### src/rtl/ega_blit_pkg.sv
// Shared definitions for the EGA blit master: state encoding, VGA/EGA port
// numbers, register indices and the A0000 memory segment prefix.
package ega_blit_pkg;

   typedef enum logic [3:0] {
      ST_IDLE,
      ST_SETUP,
      ST_MEM_SET,
      ST_MEM_RD,
      ST_MEM_WAIT,
      ST_MEM_WR,
      ST_MEM_HOLD,
      ST_RESTORE,
      ST_DONE
   } blitState_t;

   localparam logic [11:0] PORT_SEQ_IDX  = 12'h3C4;
   localparam logic [11:0] PORT_SEQ_DATA = 12'h3C5;
   localparam logic [11:0] PORT_GC_IDX   = 12'h3CE;
   localparam logic [11:0] PORT_GC_DATA  = 12'h3CF;

   localparam logic [7:0] SEQ_MAP_MASK  = 8'h02;
   localparam logic [7:0] GC_SET_RESET  = 8'h00;
   localparam logic [7:0] GC_ENABLE_SR  = 8'h01;
   localparam logic [7:0] GC_MODE       = 8'h05;
   localparam logic [7:0] GC_BIT_MASK   = 8'h08;

   localparam logic [5:0] MEM_PREFIX = 6'b101000;

   function automatic logic [19:0] memAddr(input logic [13:0] off);
      return {MEM_PREFIX, off};
   endfunction

   function automatic logic [19:0] ioAddr(input logic [11:0] port);
      return {8'h00, port};
   endfunction

endpackage

### src/rtl/ega_blit_regseq.sv
// Register programming table: steps 0..9 set up the sequencer/graphics
// controller for the command, steps 10..15 put them back to their defaults.
module ega_blit_regseq
   import ega_blit_pkg::*;
(
   input  logic [3:0]  step,
   input  logic        copy,
   input  logic [3:0]  color,
   input  logic [3:0]  planes,
   output logic [11:0] port,
   output logic [7:0]  data,
   output logic        lastSetup,
   output logic        lastRestore
);

   always_comb begin
      port = PORT_SEQ_IDX;
      data = SEQ_MAP_MASK;
      case (step)
         4'd0:  begin port = PORT_SEQ_IDX;  data = SEQ_MAP_MASK;            end
         4'd1:  begin port = PORT_SEQ_DATA; data = {4'h0, planes};          end
         4'd2:  begin port = PORT_GC_IDX;   data = GC_SET_RESET;            end
         4'd3:  begin port = PORT_GC_DATA;  data = {4'h0, color};           end
         4'd4:  begin port = PORT_GC_IDX;   data = GC_ENABLE_SR;            end
         4'd5:  begin port = PORT_GC_DATA;  data = copy ? 8'h00 : 8'h0F;    end
         4'd6:  begin port = PORT_GC_IDX;   data = GC_MODE;                 end
         // Copy uses write mode 1 so the latches loaded by the read are stored.
         4'd7:  begin port = PORT_GC_DATA;  data = copy ? 8'h01 : 8'h00;    end
         4'd8:  begin port = PORT_GC_IDX;   data = GC_BIT_MASK;             end
         4'd9:  begin port = PORT_GC_DATA;  data = 8'hFF;                   end
         4'd10: begin port = PORT_GC_IDX;   data = GC_ENABLE_SR;            end
         4'd11: begin port = PORT_GC_DATA;  data = 8'h00;                   end
         4'd12: begin port = PORT_GC_IDX;   data = GC_MODE;                 end
         4'd13: begin port = PORT_GC_DATA;  data = 8'h00;                   end
         4'd14: begin port = PORT_SEQ_IDX;  data = SEQ_MAP_MASK;            end
         default: begin port = PORT_SEQ_DATA; data = 8'h0F;                 end
      endcase
      lastSetup   = (step == 4'd9);
      lastRestore = (step == 4'd15);
   end

endmodule

### src/rtl/ega_blit_master.sv
// EGA blit master: programs the card registers, runs a solid fill or a latched
// copy over display memory, then restores the registers and pulses oDone.
module ega_blit_master
   import ega_blit_pkg::*;
#(
   parameter int TIMEOUT = 8
)(
   input  logic        iClk,
   input  logic        iRst,
   input  logic        iStart,
   input  logic        iCopy,
   input  logic [13:0] iDst,
   input  logic [13:0] iSrc,
   input  logic [13:0] iCount,
   input  logic [3:0]  iColor,
   input  logic [3:0]  iPlanes,
   output logic        oBusy,
   output logic        oDone,
   output logic        oErr,
   output logic [19:0] oAddr,
   output logic [7:0]  oWrData,
   output logic        oWrMem,
   output logic        oRdMem,
   output logic        oWrIo,
   input  logic [7:0]  iRdData,
   input  logic        iSel,
   output blitState_t  oState
);

   localparam logic [7:0] WAIT_LAST = 8'(TIMEOUT - 1);

   blitState_t  state, stateNext;
   logic [3:0]  step, stepNext;
   logic        phase, phaseNext;
   logic [13:0] dst, dstNext, src, srcNext, remain, remainNext;
   logic        copyR, copyNext, errR, errNext;
   logic [3:0]  colorR, colorNext, planesR, planesNext;
   logic [7:0]  waitCnt, waitNext;
   logic [1:0]  holdCnt, holdNext;

   logic [11:0] seqPort;
   logic [7:0]  seqData;
   logic        seqLastSetup, seqLastRestore;

   // Read data goes to the card's latches; this block never looks at it.
   logic unusedRdData;
   assign unusedRdData = ^iRdData;

   ega_blit_regseq uRegSeq (
      .step        (step),
      .copy        (copyR),
      .color       (colorR),
      .planes      (planesR),
      .port        (seqPort),
      .data        (seqData),
      .lastSetup   (seqLastSetup),
      .lastRestore (seqLastRestore)
   );

   always_ff @(posedge iClk) begin
      if (iRst) begin
         state   <= ST_IDLE;
         step    <= '0;
         phase   <= 1'b0;
         dst     <= '0;
         src     <= '0;
         remain  <= '0;
         copyR   <= 1'b0;
         errR    <= 1'b0;
         colorR  <= '0;
         planesR <= '0;
         waitCnt <= '0;
         holdCnt <= '0;
      end else begin
         state   <= stateNext;
         step    <= stepNext;
         phase   <= phaseNext;
         dst     <= dstNext;
         src     <= srcNext;
         remain  <= remainNext;
         copyR   <= copyNext;
         errR    <= errNext;
         colorR  <= colorNext;
         planesR <= planesNext;
         waitCnt <= waitNext;
         holdCnt <= holdNext;
      end
   end

   always_comb begin
      stateNext  = state;
      stepNext   = step;
      phaseNext  = phase;
      dstNext    = dst;
      srcNext    = src;
      remainNext = remain;
      copyNext   = copyR;
      errNext    = errR;
      colorNext  = colorR;
      planesNext = planesR;
      waitNext   = waitCnt;
      holdNext   = holdCnt;
      oWrIo      = 1'b0;
      oWrMem     = 1'b0;
      oRdMem     = 1'b0;
      oAddr      = '0;
      oWrData    = '0;
      oDone      = 1'b0;
      oErr       = 1'b0;
      oBusy      = (state != ST_IDLE);

      case (state)
         ST_IDLE: begin
            if (iStart) begin
               copyNext   = iCopy;
               dstNext    = iDst;
               srcNext    = iSrc;
               remainNext = iCount;
               colorNext  = iColor;
               planesNext = iPlanes;
               stepNext   = '0;
               phaseNext  = 1'b0;
               errNext    = 1'b0;
               stateNext  = ST_SETUP;
            end
         end
         ST_SETUP, ST_RESTORE: begin
            // Each IO write is a strobe cycle followed by one quiet cycle.
            oAddr     = ioAddr(seqPort);
            oWrData   = seqData;
            oWrIo     = ~phase;
            phaseNext = ~phase;
            if (phase) begin
               stepNext = step + 4'd1;
               if (state == ST_SETUP && seqLastSetup) begin
                  if (remain == '0)
                     stateNext = ST_RESTORE;
                  else
                     stateNext = copyR ? ST_MEM_SET : ST_MEM_WR;
               end else if (state == ST_RESTORE && seqLastRestore) begin
                  stateNext = ST_DONE;
               end
            end
         end
         ST_MEM_SET: begin
            oAddr     = memAddr(src);
            stateNext = ST_MEM_RD;
         end
         ST_MEM_RD: begin
            oAddr     = memAddr(src);
            oRdMem    = 1'b1;
            waitNext  = '0;
            stateNext = ST_MEM_WAIT;
         end
         ST_MEM_WAIT: begin
            oAddr = memAddr(src);
            if (iSel) begin
               stateNext = ST_MEM_WR;
            end else if (waitCnt == WAIT_LAST) begin
               errNext   = 1'b1;
               stateNext = ST_RESTORE;
            end else begin
               waitNext = waitCnt + 8'd1;
            end
         end
         ST_MEM_WR: begin
            oAddr     = memAddr(dst);
            oWrData   = 8'hFF;
            oWrMem    = 1'b1;
            holdNext  = '0;
            stateNext = ST_MEM_HOLD;
         end
         ST_MEM_HOLD: begin
            // Address stays put while the responder's write pipeline drains.
            oAddr   = memAddr(dst);
            oWrData = 8'hFF;
            if (holdCnt == 2'd2) begin
               dstNext    = dst + 14'd1;
               srcNext    = src + 14'd1;
               remainNext = remain - 14'd1;
               if (remain == 14'd1)
                  stateNext = ST_RESTORE;
               else
                  stateNext = copyR ? ST_MEM_SET : ST_MEM_WR;
            end else begin
               holdNext = holdCnt + 2'd1;
            end
         end
         ST_DONE: begin
            oDone     = 1'b1;
            oErr      = errR;
            stateNext = ST_IDLE;
         end
         default: stateNext = ST_IDLE;
      endcase
   end

   assign oState = state;

endmodule

### config.mk
export PLATFORM = sky130hd
export DESIGN_NAME = ega_blit_master
export DESIGN_NICKNAME = d
export VERILOG_FILES = /design/src/rtl/ega_blit_pkg.sv /design/src/rtl/ega_blit_regseq.sv /design/src/rtl/ega_blit_master.sv
export SDC_FILE = /design/constraint.sdc
export NUM_CORES = 1
export LEC_CHECK = 0
export ABC_AREA = 1
export BUFFER_PORTS_ARGS = -buffer_cell sky130_fd_sc_hd__buf_2
export CAP_MARGIN = 15
export CORE_UTILIZATION = 52
export CTS_BUF_LIST = sky130_fd_sc_hd__clkbuf_4 sky130_fd_sc_hd__clkbuf_8
export CTS_CLUSTER_DIAMETER = 40
export DETAILED_ROUTE_END_ITERATION = 6
export HOLD_SLACK_MARGIN = 0.1
export PLACE_DENSITY = 0.79
export SETUP_SLACK_MARGIN = 0.2
export SLEW_MARGIN = 5
export SYNTH_ARGS = -nofsm -noshare
export SYNTH_HDL_FRONTEND = slang
export SYNTH_HIERARCHICAL = 1
export SYNTH_SLANG_ARGS = --single-unit
export TNS_END_PERCENT = 50
### constraint.sdc
create_clock -name iClk -period 1.3 [get_ports iClk]
set_input_delay 0 -clock iClk [delete_from_list [all_inputs] [get_ports iClk]]
set_output_delay 0 -clock iClk [all_outputs]
set_load 0.02 [all_outputs]
==> out/metrics.yaml, run 1 <==
status: "did not finish"
failing_step: "global routing (5_1_grt)"
firstError: "[ERROR GRT-0232] Routing congestion too high. Check the congestion heatmap in the GUI."
place_area_um2: 6440
yosysWarnings: 6
synth_xor_area_share_pct: 1.24
synth_seq_cells: 71
port_buffers: 88
synth_area_um2: 4940
die_w_um: 99.4
ios: 101
cts_buffers: 9
worst_endpoint: "src[3]$_SDFFE_PP0P_/D"
root_buffer: "clkbuf_8"
synth_compound_area_share_pct: 17.7
async_reset_ff_share_pct: 0
synth.avg_cell_area_um2: 6.06
gp_congestion: 0.946
synth_cells: 815
synthSimpleGateAreaFrac_pct: 37.3
synth_edf_count: 0
ys_seq_area_share_pct: 28.8
synth_top_family_by_area: "simple AND/OR/NAND/NOR gates"
rows: 35
htreeDepth: 3
synthAdderAreaFrac_pct: 2.03
cts_sinks: 71
grt_max_degree: 26
die_y_um: 99.4
overflow: 8
grt.total_usage_pct: 73.3
endpoint_type: "sequential cell input"
synth_cell_types: 39
cts_buffer_depth: 2
hpwl_um: 10800
synth_mux_area_share_pct: 0
start_util_pct: 53.7
synthFlopType: "dfxtp_1"
-- stage by stage --
stage               hold WS (ns)  setup WS, ns  utilization (%)  TNS (ns)  std cells
CTS                        0.113        -0.443             87.5    -31.58       1191
detailed placement         0.257        -0.292             70.1    -15.55       1092
global placement           0.257        -0.230             70.1    -12.53       1092
floorplan                  0.134        -0.173                -     -8.00        825
-- cells in the mapped netlist (3+ instances only) --
cell	n	share of area, %
o221ai_1	8	1.4
nand3_1	68	6.9
a31oi_1	5	0.63
inv_1	80	6.1
nand4_1	6	0.76
conb_1	3	0.23
o21ai_0	49	5.0
nand2_1	232	18
xor2_1	7	1.2
buf_2	12	1.2
a21oi_1	64	6.5
clkbuf_1	13	0.99
o211ai_1	4	0.61
inv_2	5	0.38
dfxtp_1	71	29
and3_1	3	0.38
ha_1	8	2.0
nor2_1	81	6.2
nor3_1	12	1.2
or2_2	12	1.5
a211oi_1	8	1.2
nand2_2	3	0.38
buf_4	22	3.3
o21ai_1	13	1.3
nor2_2	5	0.63
-- routing by layer --
| layer | track usage [%] | overflow |
|---|---|---|
| met5 | 18.5 | 0 |
| met1 | 70.3 | 0 |
| met2 | 92.7 | 2 |
| met4 | 77.0 | 6 |
| met3 | 57.6 | 0 |
-- cell families after synthesis --
logic type	Yosys count
AO/OA/AOI/OAI	158
buffers and inverters	136
flip-flops	71
adder cells (fa/ha/maj)	8
AND/OR/NAND/NOR	432
other	3
XOR/XNOR	7
-- repair_timing --
item / CTS
endpoints found under the setup margin: 101
hold buffers: 54
pin swaps: 17
endpoints found under the hold margin: 59
buffers inserted: 25
gates cloned: 4
resized for setup: 156
==> run 2, diff against run 1 <==
- CORE_UTILIZATION: 52 -> 40
- CTS_BUF_LIST: sky130_fd_sc_hd__clkbuf_4 sky130_fd_sc_hd__clkbuf_8 -> not set
- CTS_CLUSTER_DIAMETER: 40 -> not set
- HOLD_SLACK_MARGIN: 0.1 -> not set
- PLACE_DENSITY: 0.79 -> not set
- PLACE_DENSITY_LB_ADDON: not set -> 0.15
- SETUP_SLACK_MARGIN: 0.2 -> not set
- clock period: 1.3 -> 1.7 ns (I/O delays scaled with it)
==> out/metrics.yaml, run 2 <==
status: "complete, but fails checks"  # was did not finish
violations: "setup timing"
cts_buffer_depth: 2  # unchanged
crit_arrival_ns: 1.79
coreArea_um2: 12000
synth_seq_cells: 71  # unchanged
cpPeakStageDelay_ns: 0.34
yosysTopAreaCellShare_pct: 28.8  # unchanged
synth_cell_types: 39  # unchanged
cap_violations: 0
fmax_mhz: 560
fin_util_pct: 56.1
slew_headroom_pct: 61.2
synthFlopType: "dfxtp_1"  # unchanged
die_w_um: 113  # was 99.4 µm
layout.cells.most_common_list: "nand2_1, inv_1, nor2_1"
cp.required_ns: 1.70
ys_top_cells_by_count: "nand2_1, nor2_1, inv_1"  # unchanged
cp-end-kind: "output pin"
cp_top_family: "buffers and inverters"
ys_seq_area_share_pct: 28.8  # unchanged
final_common_cell: "nand2_1"
yosysMostFrequentCell: "nand2_1"  # unchanged
grt_pass1_vias: 5127
finalClockSkew_ns: 0.00617
yosysWarnings: 6  # unchanged
overflow: 0
port_buffers: 88  # unchanged
start_util_pct: 41.1  # was 53.7%
peakVddDrop_uv: 1000
remaining_drc_errors: 0
hpwl_um: 10300  # was 10,800 µm
clkLatencyLatePin_ns: 0.35
power_density_nw_per_um2: 1040
ios: 101  # unchanged
cp_max_fo: 6
yosys-top-cells-area: "dfxtp_1, nand2_1, nand3_1, a21oi_1, nor2_1"  # unchanged
timing.final.ws_setup_ns: -0.0858
firstDrtPassIters: 5
area_growth_pct: 36.4
synth_top_area_cell: "dfxtp_1"  # unchanged
async_reset_ff_share_pct: 0  # unchanged
antenna_found_initial: 0
drt-initial-drc-count: 427
rsz0062_at_grt: "yes"
fin_cells: 1108
fin_crit_sh_pct: 105
diodes: 0
htreeDepth: 3  # unchanged
root_buffer: "clkbuf_16"  # was clkbuf_8
fin_nets: 1027
hp-class: "in -> reg"
synth_cells: 815  # unchanged
start_kind: "register"
synth_area_um2: 4940  # unchanged
slew_violations: 0
grt_max_degree: 50
reg_top3: "dst (14), remain (14), src (14)"
grt_pass1_wl_um: 24100
die_y_um: 113  # was 99.4 µm
ant_nets: 0
whs_ns: 0.00381
viasPerCell: 5.01
synth.avg_cell_area_um2: 6.06  # unchanged
crit_type: "reg -> out"
synth_edf_count: 0  # unchanged
rows: 40  # was 35
clk_transition_reported_paths_ns: 0.06
cts_tree: "done"
layout-drive-gt1-share_pct: 24.9
grt.total_usage_pct: 23.9
dp_cells: 1053  # was 1,092
path_cells: "buf_6 > nor2_4 > buf_4 > nand2_4 > nand2_4 > nor2_4 > buf_8 > inv_6 > nand2_1 > nand3_2 > buf_6"
die_area_um2: 12800
critical_path_buf_inv_count: 5
p_leak_nw: 3.15
gp_congestion: 0.851  # was 0.946
min_period_ns: 1.79
worst_pin_slew_ns: 0.581
cts_sinks: 71  # unchanged
wl_per_cell_um: 13.8
finalSetupViolCount: 34
drt_wl_total_um: 15300
cpMaxStageDelayCell: "dfxtp_2"
cts_buffers: 9  # unchanged
hold_viol: 0
vias: 5548
## run 2: kinds of logic after synthesis
| logic type | Yosys count | synth area share, % |
|---|---|---|
| other | 3 | 0.228 |
| buffers and inverters | 136 | 12.6 |
| and+or+nand+nor | 432 | 37.3 |
| DFF | 71 | 28.8 |
| xor gates and xnor gates | 7 | 1.24 |
| adders and majority gates | 8 | 2.03 |
| AOI/OAI and AO/OA | 158 | 17.7 |
## run 2: through the flow
| stage | setup TNS [ns] | instance area [µm²] | power, W | worst slack [ns] |
|---|---|---|---|---|
| finish | -1.25 | 6730 | 0.00700 | -0.0858 |
| global route | -6.07 | 6730 | 0.00747 | -0.185 |
| CTS | -1.53 | 6400 | 0.00675 | -0.100 |
| detailed placement | -2.76 | 5660 | 0.00466 | -0.182 |
| global placement | -2.20 | 5660 | 0.00465 | -0.150 |
| floorplan | -0.00814 | 4980 | 0.00386 | -0.00814 |
## run 2: final timing paths
| kind | slack [ns] | end | from | cells after the start |
|---|---|---|---|---|
| worst max-delay path | -0.09 | oAddr[2] | oState[1] | 11 |
| worst min-delay path | 0.004 | src[6] | iSrc[6] | 5 |
| worst max register to register | -0.06 | dst[9] | oState[2] | 12 |
| worst min register to register | 0.45 | waitCnt[0] | waitCnt[0] | 1 |
## run 2: cell type report
cell class	count	area, µm²
Multi-Input combinational cell	618	3130
Inverter	85	329
Clock inverter	4	45.0
Timing Repair Buffer	171	1360
Clock buffer	12	246
Fill cell	1233	5280
Tap cell	147	184
Sequential cell	71	1440
## run 2: worst reg2reg max path, delay by kind of cell, from the launching register on
family / cells / cell delay [ns]
AOI/OAI and AO/OA: 2 / 0.13
DFF: 1 / 0.36
buffers and inverters: 5 / 0.69
and+or+nand+nor: 5 / 0.47
## run 2: what timing repair did
action / CTS / global route
gates cloned: 1 / 4
pin swaps: 5 / 11
buffers inserted: 5 / 8
gates resized for setup: 51 / 62
setup endpoints to repair: 35 / 76
hold buffers: 21 / 0
endpoints found under the hold margin: 21 / 0
## run 2: layer usage
metal,share of wire [%],up-vias,global-route usage (%)
met5,0,-,0
met4,1.4,0,7.54
met3,5.2,22,5.46
met2,46,133,38.4
met1,48,2485,31.7
li1,-,2908,-
## run 2: power by group
| group | switching, W | internal [W] | total (W) | leakage [nW] |
|---|---|---|---|---|
| Clock | 0.000738 | 0.00117 | 0.00191 | 0.146 |
| Combinational | 0.00174 | 0.00120 | 0.00293 | 2.42 |
| Sequential | 0.000231 | 0.00193 | 0.00216 | 0.586 |
Note: power is estimated with default switching activity, not from simulation.
